--- src/rtl/display_scan_scheduler_if.sv ---
//------------------------------------------------------------------------------
// Module   : display_scan_scheduler_if
// Brief    : Requester/display bundle between the time logic and the scan
//            scheduler.
// Revision : 1.0 - initial release
//------------------------------------------------------------------------------
`default_nettype none

interface display_scan_scheduler_if;
  logic [15:0] bcd_a;
  logic [3:0]  dp_a;
  logic [15:0] bcd_b;
  logic [3:0]  dp_b;
  logic        req_b;
  logic        grant_b;
  logic [3:0]  blink_mask;
  logic        lz_en;
  logic [3:0]  digit_sel;
  logic [3:0]  digit_val;
  logic        DP;
  logic        frame_start;

  modport master (
    output bcd_a, dp_a, bcd_b, dp_b, req_b, blink_mask, lz_en,
    input  grant_b, digit_sel, digit_val, DP, frame_start
  );

  modport slave (
    input  bcd_a, dp_a, bcd_b, dp_b, req_b, blink_mask, lz_en,
    output grant_b, digit_sel, digit_val, DP, frame_start
  );
endinterface

`default_nettype wire

--- src/rtl/display_scan_scheduler.sv ---
//------------------------------------------------------------------------------
// Module   : display_scan_scheduler
// Brief    : 4-digit 7-segment scan controller with frame-coherent A/B
//            arbitration, blank interval, blinking and leading-zero blanking.
// Revision : 1.0 - initial release
//------------------------------------------------------------------------------
`default_nettype none

module display_scan_scheduler #(
  parameter int PRESCALE     = 50000,
  parameter int BLANK        = 500,
  parameter int BLINK_FRAMES = 125
) (
  input  logic                     clk,
  input  logic                     rst_n,
  display_scan_scheduler_if.slave  bus
);

  localparam int CW = $clog2(PRESCALE);
  localparam int FW = (BLINK_FRAMES > 1) ? $clog2(BLINK_FRAMES) : 1;

  localparam logic [CW-1:0] C_CNT_LAST = CW'(PRESCALE - 1);
  localparam logic [CW-1:0] C_BLANK    = CW'(BLANK);
  localparam logic [FW-1:0] C_FRM_LAST = FW'(BLINK_FRAMES - 1);

  typedef enum logic [0:0] {
    S_BLANK = 1'b0,
    S_DRIVE = 1'b1
  } state_t;

  state_t      r_state;
  state_t      w_state_nxt;
  logic        r_run;
  logic [CW-1:0] r_cnt;
  logic [CW-1:0] w_cnt_nxt;
  logic [1:0]  r_slot;
  logic [1:0]  w_slot_nxt;
  logic        w_boundary;

  logic [15:0] r_snap_bcd;
  logic [3:0]  r_snap_dp;
  logic [3:0]  r_snap_blink;
  logic        r_snap_lz;
  logic [15:0] w_snap_bcd_nxt;
  logic [3:0]  w_snap_dp_nxt;
  logic [3:0]  w_snap_blink_nxt;
  logic        w_snap_lz_nxt;

  logic [FW-1:0] r_fcnt;
  logic [FW-1:0] w_fcnt_nxt;
  logic        r_blink_phase;
  logic        w_blink_phase_nxt;

  logic        r_grant_b;
  logic        w_grant_b_nxt;
  logic [3:0]  r_digit_sel;
  logic [3:0]  r_digit_val;
  logic        r_dp;
  logic        r_frame_start;

  logic [3:0]  w_lz_supp;
  logic [3:0]  w_supp;
  logic [3:0]  w_digit_val_nxt;
  logic [3:0]  w_digit_sel_nxt;
  logic        w_dp_nxt;
  logic        w_lit;

  // The first cycle after reset release is position 0 of frame 0.
  always_comb begin
    w_cnt_nxt  = r_cnt;
    w_slot_nxt = r_slot;
    if (!r_run) begin
      w_cnt_nxt  = '0;
      w_slot_nxt = 2'd0;
    end else if (r_cnt == C_CNT_LAST) begin
      w_cnt_nxt  = '0;
      w_slot_nxt = r_slot + 2'd1;
    end else begin
      w_cnt_nxt  = r_cnt + CW'(1);
    end
  end

  assign w_boundary = (w_cnt_nxt == '0) && (w_slot_nxt == 2'd0);

  always_comb begin
    w_state_nxt = r_state;
    case (r_state)
      S_BLANK: if (w_cnt_nxt == C_BLANK) w_state_nxt = S_DRIVE;
      S_DRIVE: if (w_cnt_nxt == '0)      w_state_nxt = S_BLANK;
      default: w_state_nxt = S_BLANK;
    endcase
  end

  // Arbitration and snapshot share one enable so a frame never mixes sources.
  always_comb begin
    w_grant_b_nxt    = r_grant_b;
    w_snap_bcd_nxt   = r_snap_bcd;
    w_snap_dp_nxt    = r_snap_dp;
    w_snap_blink_nxt = r_snap_blink;
    w_snap_lz_nxt    = r_snap_lz;
    if (w_boundary) begin
      w_grant_b_nxt    = bus.req_b;
      w_snap_bcd_nxt   = bus.req_b ? bus.bcd_b : bus.bcd_a;
      w_snap_dp_nxt    = bus.req_b ? bus.dp_b  : bus.dp_a;
      w_snap_blink_nxt = bus.blink_mask;
      w_snap_lz_nxt    = bus.lz_en;
    end
  end

  always_comb begin
    w_fcnt_nxt        = r_fcnt;
    w_blink_phase_nxt = r_blink_phase;
    if (w_boundary && r_run) begin
      if (r_fcnt == C_FRM_LAST) begin
        w_fcnt_nxt        = '0;
        w_blink_phase_nxt = ~r_blink_phase;
      end else begin
        w_fcnt_nxt        = r_fcnt + FW'(1);
      end
    end
  end

  always_comb begin
    w_lz_supp    = 4'b0000;
    w_lz_supp[3] = w_snap_lz_nxt && (w_snap_bcd_nxt[15:12] == 4'd0);
    w_lz_supp[2] = w_lz_supp[3]  && (w_snap_bcd_nxt[11:8]  == 4'd0);
    w_lz_supp[1] = w_lz_supp[2]  && (w_snap_bcd_nxt[7:4]   == 4'd0);
    w_supp       = w_lz_supp | (w_snap_blink_nxt & {4{w_blink_phase_nxt}});
  end

  // Outputs are computed from next-state values so they register in step
  // with the counter, snapshot and phase they describe.
  always_comb begin
    w_digit_val_nxt = w_snap_bcd_nxt[{w_slot_nxt, 2'b00} +: 4];
    w_lit           = (w_state_nxt == S_DRIVE) && !w_supp[w_slot_nxt];
    w_digit_sel_nxt = 4'b0000;
    w_dp_nxt        = 1'b1;
    if (w_lit) begin
      w_digit_sel_nxt = 4'b0001 << w_slot_nxt;
      w_dp_nxt        = ~w_snap_dp_nxt[w_slot_nxt];
    end
  end

  always_ff @(posedge clk or negedge rst_n) begin
    if (!rst_n) begin
      r_state       <= S_BLANK;
      r_run         <= 1'b0;
      r_cnt         <= '0;
      r_slot        <= 2'd0;
      r_snap_bcd    <= 16'h0000;
      r_snap_dp     <= 4'b0000;
      r_snap_blink  <= 4'b0000;
      r_snap_lz     <= 1'b0;
      r_fcnt        <= '0;
      r_blink_phase <= 1'b0;
      r_grant_b     <= 1'b0;
      r_digit_sel   <= 4'b0000;
      r_digit_val   <= 4'b0000;
      r_dp          <= 1'b1;
      r_frame_start <= 1'b0;
    end else begin
      r_state       <= w_state_nxt;
      r_run         <= 1'b1;
      r_cnt         <= w_cnt_nxt;
      r_slot        <= w_slot_nxt;
      r_snap_bcd    <= w_snap_bcd_nxt;
      r_snap_dp     <= w_snap_dp_nxt;
      r_snap_blink  <= w_snap_blink_nxt;
      r_snap_lz     <= w_snap_lz_nxt;
      r_fcnt        <= w_fcnt_nxt;
      r_blink_phase <= w_blink_phase_nxt;
      r_grant_b     <= w_grant_b_nxt;
      r_digit_sel   <= w_digit_sel_nxt;
      r_digit_val   <= w_digit_val_nxt;
      r_dp          <= w_dp_nxt;
      r_frame_start <= w_boundary;
    end
  end

  assign bus.grant_b     = r_grant_b;
  assign bus.digit_sel   = r_digit_sel;
  assign bus.digit_val   = r_digit_val;
  assign bus.DP          = r_dp;
  assign bus.frame_start = r_frame_start;

endmodule

`default_nettype wire

--- src/flat_wrapper.sv ---
// flat-port wrapper written by rule: the top's interface ports become plain ports
module display_scan_scheduler_flat 
#(
  parameter int PRESCALE     = 50000,
  parameter int BLANK        = 500,
  parameter int BLINK_FRAMES = 125
)
  (clk, rst_n, bus_bcd_a, bus_dp_a, bus_bcd_b, bus_dp_b, bus_req_b, bus_blink_mask, bus_lz_en, bus_grant_b, bus_digit_sel, bus_digit_val, bus_DP, bus_frame_start);
  display_scan_scheduler_if bus_i ();
  input  logic clk;
  input  logic rst_n;
  input wire logic [$bits(bus_i.bcd_a)-1:0] bus_bcd_a;
  input wire logic [$bits(bus_i.dp_a)-1:0] bus_dp_a;
  input wire logic [$bits(bus_i.bcd_b)-1:0] bus_bcd_b;
  input wire logic [$bits(bus_i.dp_b)-1:0] bus_dp_b;
  input wire logic [$bits(bus_i.req_b)-1:0] bus_req_b;
  input wire logic [$bits(bus_i.blink_mask)-1:0] bus_blink_mask;
  input wire logic [$bits(bus_i.lz_en)-1:0] bus_lz_en;
  output wire logic [$bits(bus_i.grant_b)-1:0] bus_grant_b;
  output wire logic [$bits(bus_i.digit_sel)-1:0] bus_digit_sel;
  output wire logic [$bits(bus_i.digit_val)-1:0] bus_digit_val;
  output wire logic [$bits(bus_i.DP)-1:0] bus_DP;
  output wire logic [$bits(bus_i.frame_start)-1:0] bus_frame_start;
  assign bus_i.bcd_a = bus_bcd_a;
  assign bus_i.dp_a = bus_dp_a;
  assign bus_i.bcd_b = bus_bcd_b;
  assign bus_i.dp_b = bus_dp_b;
  assign bus_i.req_b = bus_req_b;
  assign bus_i.blink_mask = bus_blink_mask;
  assign bus_i.lz_en = bus_lz_en;
  assign bus_grant_b = bus_i.grant_b;
  assign bus_digit_sel = bus_i.digit_sel;
  assign bus_digit_val = bus_i.digit_val;
  assign bus_DP = bus_i.DP;
  assign bus_frame_start = bus_i.frame_start;
  display_scan_scheduler #(.PRESCALE(PRESCALE), .BLANK(BLANK), .BLINK_FRAMES(BLINK_FRAMES)) u_core (.clk(clk), .rst_n(rst_n), .bus(bus_i));
endmodule
--- config.mk ---
export PLATFORM = sky130hd
export DESIGN_NAME = display_scan_scheduler_flat
export DESIGN_NICKNAME = d
export VERILOG_FILES = /design/src/rtl/display_scan_scheduler_if.sv /design/src/rtl/display_scan_scheduler.sv /design/src/flat_wrapper.sv
export SDC_FILE = /design/constraint.sdc
export NUM_CORES = 1
export LEC_CHECK = 0
export BUFFER_PORTS_ARGS = -buffer_cell sky130_fd_sc_hd__buf_4
export CORE_MARGIN = 2
export CORE_UTILIZATION = 35
export CTS_BUF_LIST = sky130_fd_sc_hd__clkbuf_16
export CTS_CLUSTER_DIAMETER = 120
export DETAILED_ROUTE_END_ITERATION = 6
export GPL_ROUTABILITY_DRIVEN = 0
export PLACE_DENSITY = 0.61
export SLEW_MARGIN = 10
export SYNTH_ARGS = -nofsm -noshare
export SYNTH_HDL_FRONTEND = slang
export SYNTH_SLANG_ARGS = --single-unit
--- constraint.sdc ---
create_clock -name clk -period 3.05 [get_ports clk]
set_input_delay 0.7625 -clock clk [delete_from_list [all_inputs] [get_ports clk]]
set_output_delay 0.7625 -clock clk [all_outputs]
set_load 0.1 [all_outputs]
==> metrics, run 1 <==
final worst path period need between 2000 and 3000 ps; vias after detailed routing 3,130; number of antenna cells inserted 0; Top delay family on crit path simple AND/OR/NAND/NOR gates; async set-reset flop share out of synthesis 100%; global routing usage summed across all routing layers around 17%; total setup violations reported at the end of the flow 0; number of vias per cell after detailed routing approximately 5.2; top flip-flop cell by instance count after synthesis sky130_fd_sc_hd__dfrtp_1; count of different cell masters after synthesis 60; count of standard-cell rows 36; post-CTS clock slew at the launch and capture registers of the worst setup and hold paths about 60 ps; slowest cell on the critical path sky130_fd_sc_hd__or4b_1; detailed-routing iteration count for the pre-antenna-repair pass 4; Post-Layout Inst Area between 4000 and 5000 um^2; max-cap violations 0; Cell Pwr Density 553 nW/um^2; number of endpoints with negative hold slack in the final report 0; Die Outline Area about 11,000 um^2; crit path launch type register; Mapped Avg Cell Area just under 10 um^2; arrival time of the worst setup path 3220 ps; Max Clock Freq 0.336 GHz; total power after layout between 2 and 3 mW; number of antenna violations at the first check in global routing 0; chain of cells forming the critical path nand4_1 -> buf_4 -> nor4_4 -> mux2i_2 -> and4b_1 -> a21oi_4 -> a2111oi_2 -> o31a_1 -> or4b_1; highest cell delay on the worst timing path ~480 ps; final wirelength just over 9000 um; Starting Density 36.0%; post-detail-place hpwl roughly 6800 um; Die Wd 104 um; area delta synth->final 36.0%; placed cell count ~570; setup ws final 72.7 ps; total number of clock tree sinks between 60 and 70; CP Max Fanout 5; peak supply drop around 0.22 mV; most common library cell in the layout ignoring fill and taps sky130_fd_sc_hd__buf_4; number of I/O pins 59; Bufs and invs on worst path 1; initial detailed-routing violation count approximately 110; Max Clock Skew around 7.8 ps; global-route wire length before repair ~15,000 um; non-filler instance count after layout between 500 and 600; outcome finished clean; Min-Delay Path Class reg2reg; count of unresolved DRC violations after routing 0; clock root buffer sky130_fd_sc_hd__clkbuf_16; overflow left after global routing 0; cell area after synthesis around 3500 um^2; post-route ant nets 0; warnings from Yosys 0; final worst-path cycle share 97.6%; worst setup slack after placement -1.18 ps; number of nets in the final layout 510; number of enable-type register cells in the synthesized netlist 0; via count of the first global-routing pass between 3,000 and 4,000; most frequent cells in the layout sky130_fd_sc_hd__buf_4, sky130_fd_sc_hd__dfrtp_1, sky130_fd_sc_hd__nor2_1; share of cells above drive strength 1 roughly a third; Fin Setup TNS 0 ps; hold buffer count at CTS 0; Core Util, Final 49.0%; total of flip-flops plus latches after synthesis 64; type of destination of the critical path register; worst-margin pin slew approximately 800 ps; Routed wire per std cell roughly 16 um; Crit path required time roughly 3300 ps; Final Slew Violations 0; CTS H-tree lvls 3; # port buffers slightly below 60; clock buffer depth 2; standby leakage power 2.13 nW; Gate Count Post-Synth ~360; smallest hold slack between 400 and 500 ps; CTS Buf Count 9; net count after synthesis 413; overall die height between 100 and 150 um; CORE AREA 9770 um^2; CTS tree built; Max-Slew Margin vs Limit 46.5%; latest clock arrival within the worst-skew pair between 300 and 400 ps; sequential fraction of the synthesis area 45.5%; crit path kind reg2reg; placement-stage cell area about 4300 um^2; pin count of the biggest net entering global routing 65
-- logic make-up after synthesis --
logic type | after synthesis | share of synthesized area [%]
AOI/OAI and AO/OA | 71 | 13.4
xor gates and xnor gates | 20 | 4.97
adders and majority gates | 3 | 1.07
buffers and inverters | 30 | 3.94
DFF | 64 | 45.5
muxes | 32 | 9.38
other | 1 | 0.106
and+or+nand+nor | 141 | 21.7
-- registers in the layout, indices dropped and copies added, names as in the netlist, 2 cells and up --
| name | count |
|---|---|
| u_core.r_snap_blink | 4 |
| u_core.bus.digit_sel | 4 |
| u_core.r_slot | 2 |
| u_core.r_fcnt | 7 |
| u_core.r_snap_bcd | 16 |
| u_core.r_cnt | 16 |
| u_core.bus.digit_val | 4 |
| u_core.r_snap_dp | 4 |
-- final timing paths --
kind                               endpoint  slack, ps             start  depth (start not counted)
min                        u_core.r_fcnt[6]        490  u_core.r_fcnt[6]                          1
max in group asynchronous  u_core.r_cnt[10]       1990             rst_n                          1
max                           u_core.bus.DP         70   u_core.r_cnt[7]                          9
min in group asynchronous   u_core.r_cnt[6]        520             rst_n                          1
min reg2reg                u_core.r_fcnt[6]        490  u_core.r_fcnt[6]                          1
max reg2reg                   u_core.bus.DP         70   u_core.r_cnt[7]                          9
-- per-layer routing --
| layer | GRT usage (%) | up-vias | routed length, um |
|---|---|---|---|
| li1 | - | 1509 | - |
| met1 | 23.0 | 1522 | 4260 |
| met2 | 28.1 | 88 | 4540 |
| met3 | 3.76 | 11 | 441 |
| met4 | 5.89 | 0 | 99 |
| met5 | 0 | - | 0 |
-- cell usage after synthesis (all sizes together) (2+ instances only) --
cell type  instances  share of area (%)
mux2               8                2.6
ha                 3                1.1
or2                2               0.36
xor2               8                2.0
xnor2             12                3.0
o31ai              5                1.1
a22o               2               0.50
or3                2               0.36
nor2b              4               0.71
a211oi             2               0.43
buf               12                2.0
nand2b             2               0.36
dfrtp             63                 45
nand3             18                2.6
a221o              4                1.1
o211ai             2               0.43
nand4             11                2.1
clkbuf             8               0.85
inv               10                1.1
nor4              13                2.9
o21ai              8                1.3
nor3               9                1.3
and2               5               0.89
nor2              46                4.9
mux2i             24                6.8
and3               3               0.53
a21oi             34                5.0
or4                4                1.1
a21o               2               0.43
nand2             13                1.4
a211o              2               0.50
a22oi              2               0.43
-- cell type report --
class / instances / area (um^2)
clock inverter: 7 / 120
fill: 899 / 4980
timing repair buffer: 106 / 796
sequential: 64 / 1600
inverter: 10 / 37.5
clock buffer: 9 / 225
tap: 133 / 166
multi-input combinational: 268 / 1840
-- where the power goes --
part           total, mW  internal [mW]  switching [mW]
Clock               1.18          0.799           0.381
Combinational      0.449          0.191           0.258
Sequential          1.02          0.944          0.0781
Total               2.65           1.93           0.717
-- what timing repair did --
item | 4_1_cts | 5_1_grt
setup endpoints to repair | 1 | 19
resized for setup | 1 | 13
buffers inserted | 1 | 8
pin swaps | 1 | 7
Note: power is estimated with default switching activity, not from simulation.
==> run 2, diff against run 1 <==
--- a/config.mk
+++ b/config.mk
@@ -6,7 +6,7 @@
 export NUM_CORES = 1
 export LEC_CHECK = 0
 export BUFFER_PORTS_ARGS = -buffer_cell sky130_fd_sc_hd__buf_4
-export CORE_MARGIN = 2
+export CORE_MARGIN = 10
 export CORE_UTILIZATION = 35
 export CTS_BUF_LIST = sky130_fd_sc_hd__clkbuf_16
 export CTS_CLUSTER_DIAMETER = 120
==> metrics, run 2 (synthesis gave the netlist of run 1 again) <==
total setup violations reported at the end of the flow 0 (unchanged); share of total power in the clock network 41.0% (was 44.5%); Starting Density 36.0% (unchanged); CTS Buf Count 9 (unchanged); post-route ant nets 0 (unchanged); final wirelength 9570 um (was 9340 um); Net Sw Power 0.724 mW (was 0.717 mW); Max-Slew Margin vs Limit 46.7% (was 46.5%); standby leakage power 2.08 nW (was 2.13 nW); final worst path period need 2950 ps (was 2980 ps); via count of the first global-routing pass 3,193 (was 3,138); count of standard-cell rows 36 (unchanged); Max Clock Freq 0.339 GHz (was 0.336 GHz); pin count of the biggest net entering global routing 65 (unchanged); relative contribution of combinational cells to total power 17.9% (was 16.9%); total internal power 1.77 mW (was 1.93 mW); Die Wd 120 um (was 104 um); outcome finished clean (unchanged); Fin Setup TNS 0 ps (unchanged); overall die height 120 um (was 104 um); number of endpoints with negative hold slack in the final report 0 (unchanged); most common library cell in the layout ignoring fill and taps sky130_fd_sc_hd__buf_4 (unchanged); number of antenna cells inserted 0 (unchanged); crit path launch type register (unchanged); worst setup slack after placement -18.1 ps (was -1.18 ps); Max Clock Skew 10.2 ps (was 7.76 ps); share of cells above drive strength 1 33.0% (was 33.2%); # port buffers 58 (unchanged); post-CTS clock slew at the launch and capture registers of the worst setup and hold paths 60 ps (about the same); Core Util, Final 48.4% (was 49.0%); area delta synth->final 34.2% (was 36.0%); detailed-routing iteration count for the pre-antenna-repair pass 4 (unchanged); initial detailed-routing violation count 103 (was 109); unrepaired setup endpoints after global routing no; CTS tree built (unchanged); CTS H-tree lvls 3 (unchanged); Crit path required time 3290 ps (about the same); number of I/O pins 59 (unchanged); post-detail-place hpwl 7220 um (was 6780 um); number of antenna violations at the first check in global routing 0 (unchanged); count of unresolved DRC violations after routing 0 (unchanged); setup ws final 104 ps (was 72.7 ps); final worst-path cycle share 96.6% (was 97.6%); CORE AREA 9770 um^2 (unchanged); count of filler cells inserted in the layout 912 (was 899); clock root buffer sky130_fd_sc_hd__clkbuf_16 (unchanged); Net Sw Frac 29.1% (was 27.1%); crit path kind reg2reg (unchanged); number of vias per cell after detailed routing 5.31 (was 5.24); Final Slew Violations 0 (unchanged); max-cap violations 0 (unchanged); smallest hold slack 482 ps (was 490 ps); Routed wire per std cell 16.2 um (was 15.6 um); total number of clock tree sinks 64 (unchanged); peak supply drop 0.273 mV (was 0.225 mV); overflow left after global routing 0 (unchanged); clock buffer depth 2 (unchanged); global-route wire length before repair 15,600 um (was 15,200 um); top flop regs u_core.r_cnt x16, u_core.r_snap_bcd x16, u_core.r_fcnt x7 (unchanged); Cell Pwr Density 527 nW/um^2 (was 553 nW/um^2); global routing usage summed across all routing layers 13.0% (was 17.4%); latest clock arrival within the worst-skew pair 330 ps (about the same); Die Outline Area 14,500 um^2 (was 10,900 um^2); Min-Delay Path Class reg2reg (unchanged); CP Max Fanout 5 (unchanged); share of total power in sequential cells 41.1% (was 38.6%); number of nets in the final layout 503 (was 510); vias after detailed routing 3,132 (was 3,130); type of destination of the critical path register (unchanged); worst-margin pin slew 799 ps (was 803 ps); arrival time of the worst setup path 3190 ps (was 3220 ps); most frequent cells in the layout sky130_fd_sc_hd__buf_4, sky130_fd_sc_hd__dfrtp_1, sky130_fd_sc_hd__nor2_1 (unchanged); hold buffer count at CTS 0 (unchanged)
-- run 2: cell types whose count changed in the layout (fill, tap and decap cells not counted), sizes merged --
cell	change
buf	-7
bufinv	-2
clkinvlp	+1
inv	+1
-- run 2: worst paths after layout --
kind	end	slack, ps	cells past startpoint	start
max in group asynchronous	u_core.r_cnt[0]	1990	1	rst_n
hold reg to reg	u_core.r_fcnt[6]	480	1	u_core.r_fcnt[6]
min in group asynchronous	u_core.r_cnt[6]	510	1	rst_n
setup / recovery	u_core.bus.DP	100	8	u_core.r_cnt[6]
setup reg to reg	u_core.bus.DP	100	8	u_core.r_cnt[6]
hold / removal	u_core.r_fcnt[6]	480	1	u_core.r_fcnt[6]
-- run 2: critical path: stages (launching register included) --
cell and delay [ps]:
sky130_fd_sc_hd__dfrtp_1 450, sky130_fd_sc_hd__or3b_4 440, sky130_fd_sc_hd__or4_4 560, sky130_fd_sc_hd__o21ai_4 160, sky130_fd_sc_hd__a21o_1 210, sky130_fd_sc_hd__mux2i_1 220, sky130_fd_sc_hd__nand3_1 110, sky130_fd_sc_hd__o21a_1 160
sky130_fd_sc_hd__or4b_1 530
-- run 2: through the flow --
stage | total power [mW] | cells | instance area [um^2]
4_1_cts | 2.50 | 587 | 4610
3_3_place_gp | 1.46 | 568 | 4290
2_1_floorplan | 1.30 | 362 | 3530
3_5_place_dp | 1.47 | 568 | 4290
6_report | 2.49 | 590 | 4730
5_1_grt | 2.61 | 590 | 4730
-- run 2: power by group through the flow --
stage / registers [mW] / logic (mW) / clock network [mW]
2_1_floorplan: 1.09 / 0.212 / 0
3_3_place_gp: 1.03 / 0.431 / 0
3_5_place_dp: 1.03 / 0.440 / 0
4_1_cts: 1.02 / 0.443 / 1.04
5_1_grt: 1.04 / 0.491 / 1.08
6_report: 1.02 / 0.445 / 1.02
-- run 2: timing repair --
action,4_1_cts,5_1_grt
setup endpoints to repair,1,16
resized for setup,0,20
pin swaps,2,4
cloned,0,0
setup buffers,3,3
-- run 2: routing by layer --
metal | part of all wire (%) | GRT usage [%]
met5 | 0 | 0
met4 | 1.8 | 4.45
met3 | 5.5 | 3.07
met2 | 48 | 21.3
met1 | 45 | 16.6
-- run 2: final cells by class --
cell class | instances | area (um^2) | area share [%]
clock inverter | 7 | 71.3 | 1.51
tap | 133 | 166 | 3.52
timing repair buffer | 99 | 743 | 15.7
clock buffer | 9 | 225 | 4.76
inverter | 10 | 37.5 | 0.794
sequential | 64 | 1610 | 34.0
multi-input combinational | 268 | 1880 | 39.7
==> run 3, diff against run 2 <==
--- a/config.mk
+++ b/config.mk
@@ -12,6 +12,7 @@
 export CTS_CLUSTER_DIAMETER = 120
 export DETAILED_ROUTE_END_ITERATION = 6
 export GPL_ROUTABILITY_DRIVEN = 0
+export GPL_TIMING_DRIVEN = 0
 export PLACE_DENSITY = 0.61
 export SLEW_MARGIN = 10
 export SYNTH_ARGS = -nofsm -noshare
==> metrics, run 3 (synthesis gave the netlist of run 1 again) <==
type of destination of the critical path register (unchanged); global-route wire length before repair 15,800 um (was 15,600 um); violated checks setup timing; placed cell count 553 (was 568); final worst path period need 3060 ps (was 2950 ps); count of filler cells inserted in the layout 915 (was 912); beginning of the worst register-to-register path u_core.r_cnt[4] (was u_core.r_cnt[6]); area delta synth->final 33.8% (was 34.2%); most common library cell in the layout ignoring fill and taps sky130_fd_sc_hd__buf_4 (unchanged); placement-stage cell area 4130 um^2 (was 4290 um^2); number of antenna cells inserted 0 (unchanged); Max Clock Skew 8.30 ps (was 10.2 ps); final wirelength 9830 um (was 9570 um); Cell Pwr Density 525 nW/um^2 (was 527 nW/um^2); CP Max Fanout 9 (was 5); Crit path required time 3290 ps (about the same); Core Util, Final 48.2% (was 48.4%); overall die height 120 um (unchanged); Post-Layout Inst Area 4720 um^2 (was 4730 um^2); CTS H-tree lvls 3 (unchanged); worst-margin pin slew 825 ps (was 799 ps); count of unresolved DRC violations after routing 0 (unchanged); number of nets in the final layout 497 (was 503); setup ws final -12.1 ps (was 104 ps); HP Start u_core.r_snap_lz (was u_core.r_fcnt[6]); pin count of the biggest net entering global routing 65 (unchanged); number of vias per cell after detailed routing 5.22 (was 5.31); standby leakage power 2.02 nW (was 2.08 nW); post-detail-place hpwl 7010 um (was 7220 um); vias after detailed routing 3,047 (was 3,132); Die Outline Area 14,500 um^2 (unchanged); top flop regs u_core.r_cnt x16, u_core.r_snap_bcd x16, u_core.r_fcnt x7 (unchanged); initial detailed-routing violation count 148 (was 103); CTS tree built (unchanged); clock buffer depth 2 (unchanged); critical path launch point u_core.r_cnt[4] (was u_core.r_cnt[6]); clock root buffer sky130_fd_sc_hd__clkbuf_16 (unchanged); count of standard-cell rows 36 (unchanged); final worst-path cycle share 100% (was 96.6%); total setup violations reported at the end of the flow 1 (was 0); overflow left after global routing 0 (unchanged); most frequent cells in the layout sky130_fd_sc_hd__buf_4, sky130_fd_sc_hd__dfrtp_1, sky130_fd_sc_hd__nor2_1 (unchanged); max-cap violations 0 (unchanged); post-CTS clock slew at the launch and capture registers of the worst setup and hold paths 50 ps (was 60 ps); crit path launch type register (unchanged); peak supply drop 0.342 mV (was 0.273 mV); latest clock arrival within the worst-skew pair 330 ps (about the same); outcome finished with violations (was finished clean); Max-Slew Margin vs Limit 45.0% (was 46.7%); detailed-routing iteration count for the pre-antenna-repair pass 4 (unchanged); Fin Setup TNS -12.1 ps (was 0 ps); arrival time of the worst setup path 3300 ps (was 3190 ps); share of cells above drive strength 1 32.6% (was 33.0%); Die Wd 120 um (unchanged); CTS Buf Count 9 (unchanged); number of endpoints with negative hold slack in the final report 0 (unchanged); total number of clock tree sinks 64 (unchanged); CORE AREA 9770 um^2 (unchanged); Routed wire per std cell 16.8 um (was 16.2 um); unrepaired setup endpoints after global routing yes (was no); # port buffers 58 (unchanged); Starting Density 36.0% (unchanged); via count of the first global-routing pass 3,155 (was 3,193); global routing usage summed across all routing layers 13.2% (was 13.0%); Min-Delay Path Class reg2reg (unchanged); post-route ant nets 0 (unchanged); non-filler instance count after layout 584 (was 590); number of I/O pins 59 (unchanged); number of antenna violations at the first check in global routing 0 (unchanged); crit path kind reg2reg (unchanged); Final Slew Violations 0 (unchanged); Max Clock Freq 0.327 GHz (was 0.339 GHz)
-- run 3: cell types whose count changed in the layout (fill, tap and decap cells not counted), sizes merged --
cell    previous run  this run
inv               11        10
buf               99        82
clkbuf             9        20
clkinv             3         4
-- run 3: area by class of cell --
type / count / area [um^2] / area share [%]
clock inverters: 7 / 62.6 / 1.33
plain buffers: 19 / 124 / 2.63
clock buffers: 9 / 225 / 4.78
inverters: 10 / 37.5 / 0.796
multi-input cells: 268 / 1930 / 41.0
well taps: 133 / 166 / 3.53
repair buffers: 74 / 556 / 11.8
flip-flops and latches: 64 / 1610 / 34.1
-- run 3: report_power, final --
group | switching [mW] | internal, mW | leakage, nW | total (mW)
clock network | 0.372 | 0.623 | 0.136 | 0.995
logic | 0.265 | 0.189 | 1.11 | 0.454
registers | 0.0808 | 0.945 | 0.781 | 1.03
total | 0.717 | 1.76 | 2.02 | 2.47
-- run 3: what timing repair did --
action	in CTS	in global routing
pin swaps	7	7
setup buffers	8	8
hold endpoints to repair	0	0
setup endpoints to repair	39	35
gates resized for setup	18	26
hold buffers	0	0
-- run 3: per-layer routing --
| layer | part of all wire (%) | vias up | global-route usage (%) |
|---|---|---|---|
| met5 | 0 | - | 0 |
| met4 | 1.6 | 0 | 4.00 |
| met3 | 3.7 | 12 | 3.54 |
| met2 | 49 | 66 | 21.8 |
| met1 | 46 | 1481 | 16.7 |
| li1 | - | 1488 | - |
-- run 3: worst max-delay path, stage by stage (launching register included) --
cell	delay [ps]
sky130_fd_sc_hd__dfrtp_1	370
sky130_fd_sc_hd__buf_6	140
sky130_fd_sc_hd__or4_4	570
sky130_fd_sc_hd__or4_4	470
sky130_fd_sc_hd__o21ai_4	160
sky130_fd_sc_hd__a21o_1	210
sky130_fd_sc_hd__mux2i_1	230
sky130_fd_sc_hd__nand3_2	140
sky130_fd_sc_hd__o21a_1	160
sky130_fd_sc_hd__or4b_1	510
-- run 3: metrics by stage --
stage	total power, mW	hold WS (ps)	worst slack, ps
6_report	2.47	504	-12.1
5_1_grt	2.58	530	-77.7
4_1_cts	2.47	491	26.2
3_5_place_dp	1.46	488	-517
3_3_place_gp	1.45	477	-527
2_1_floorplan	1.30	459	52.4
-- run 3: path summary, 6_finish.rpt --
check,slack (ps),to,cells past startpoint
worst min-delay path,500,u_core.r_snap_lz,1
min in group asynchronous,530,u_core.r_cnt[9],1
max in group asynchronous,1950,u_core.r_cnt[2],1
worst min register to register,500,u_core.r_snap_lz,1
worst max register to register,-10,u_core.bus.DP,9
worst max-delay path,-10,u_core.bus.DP,9
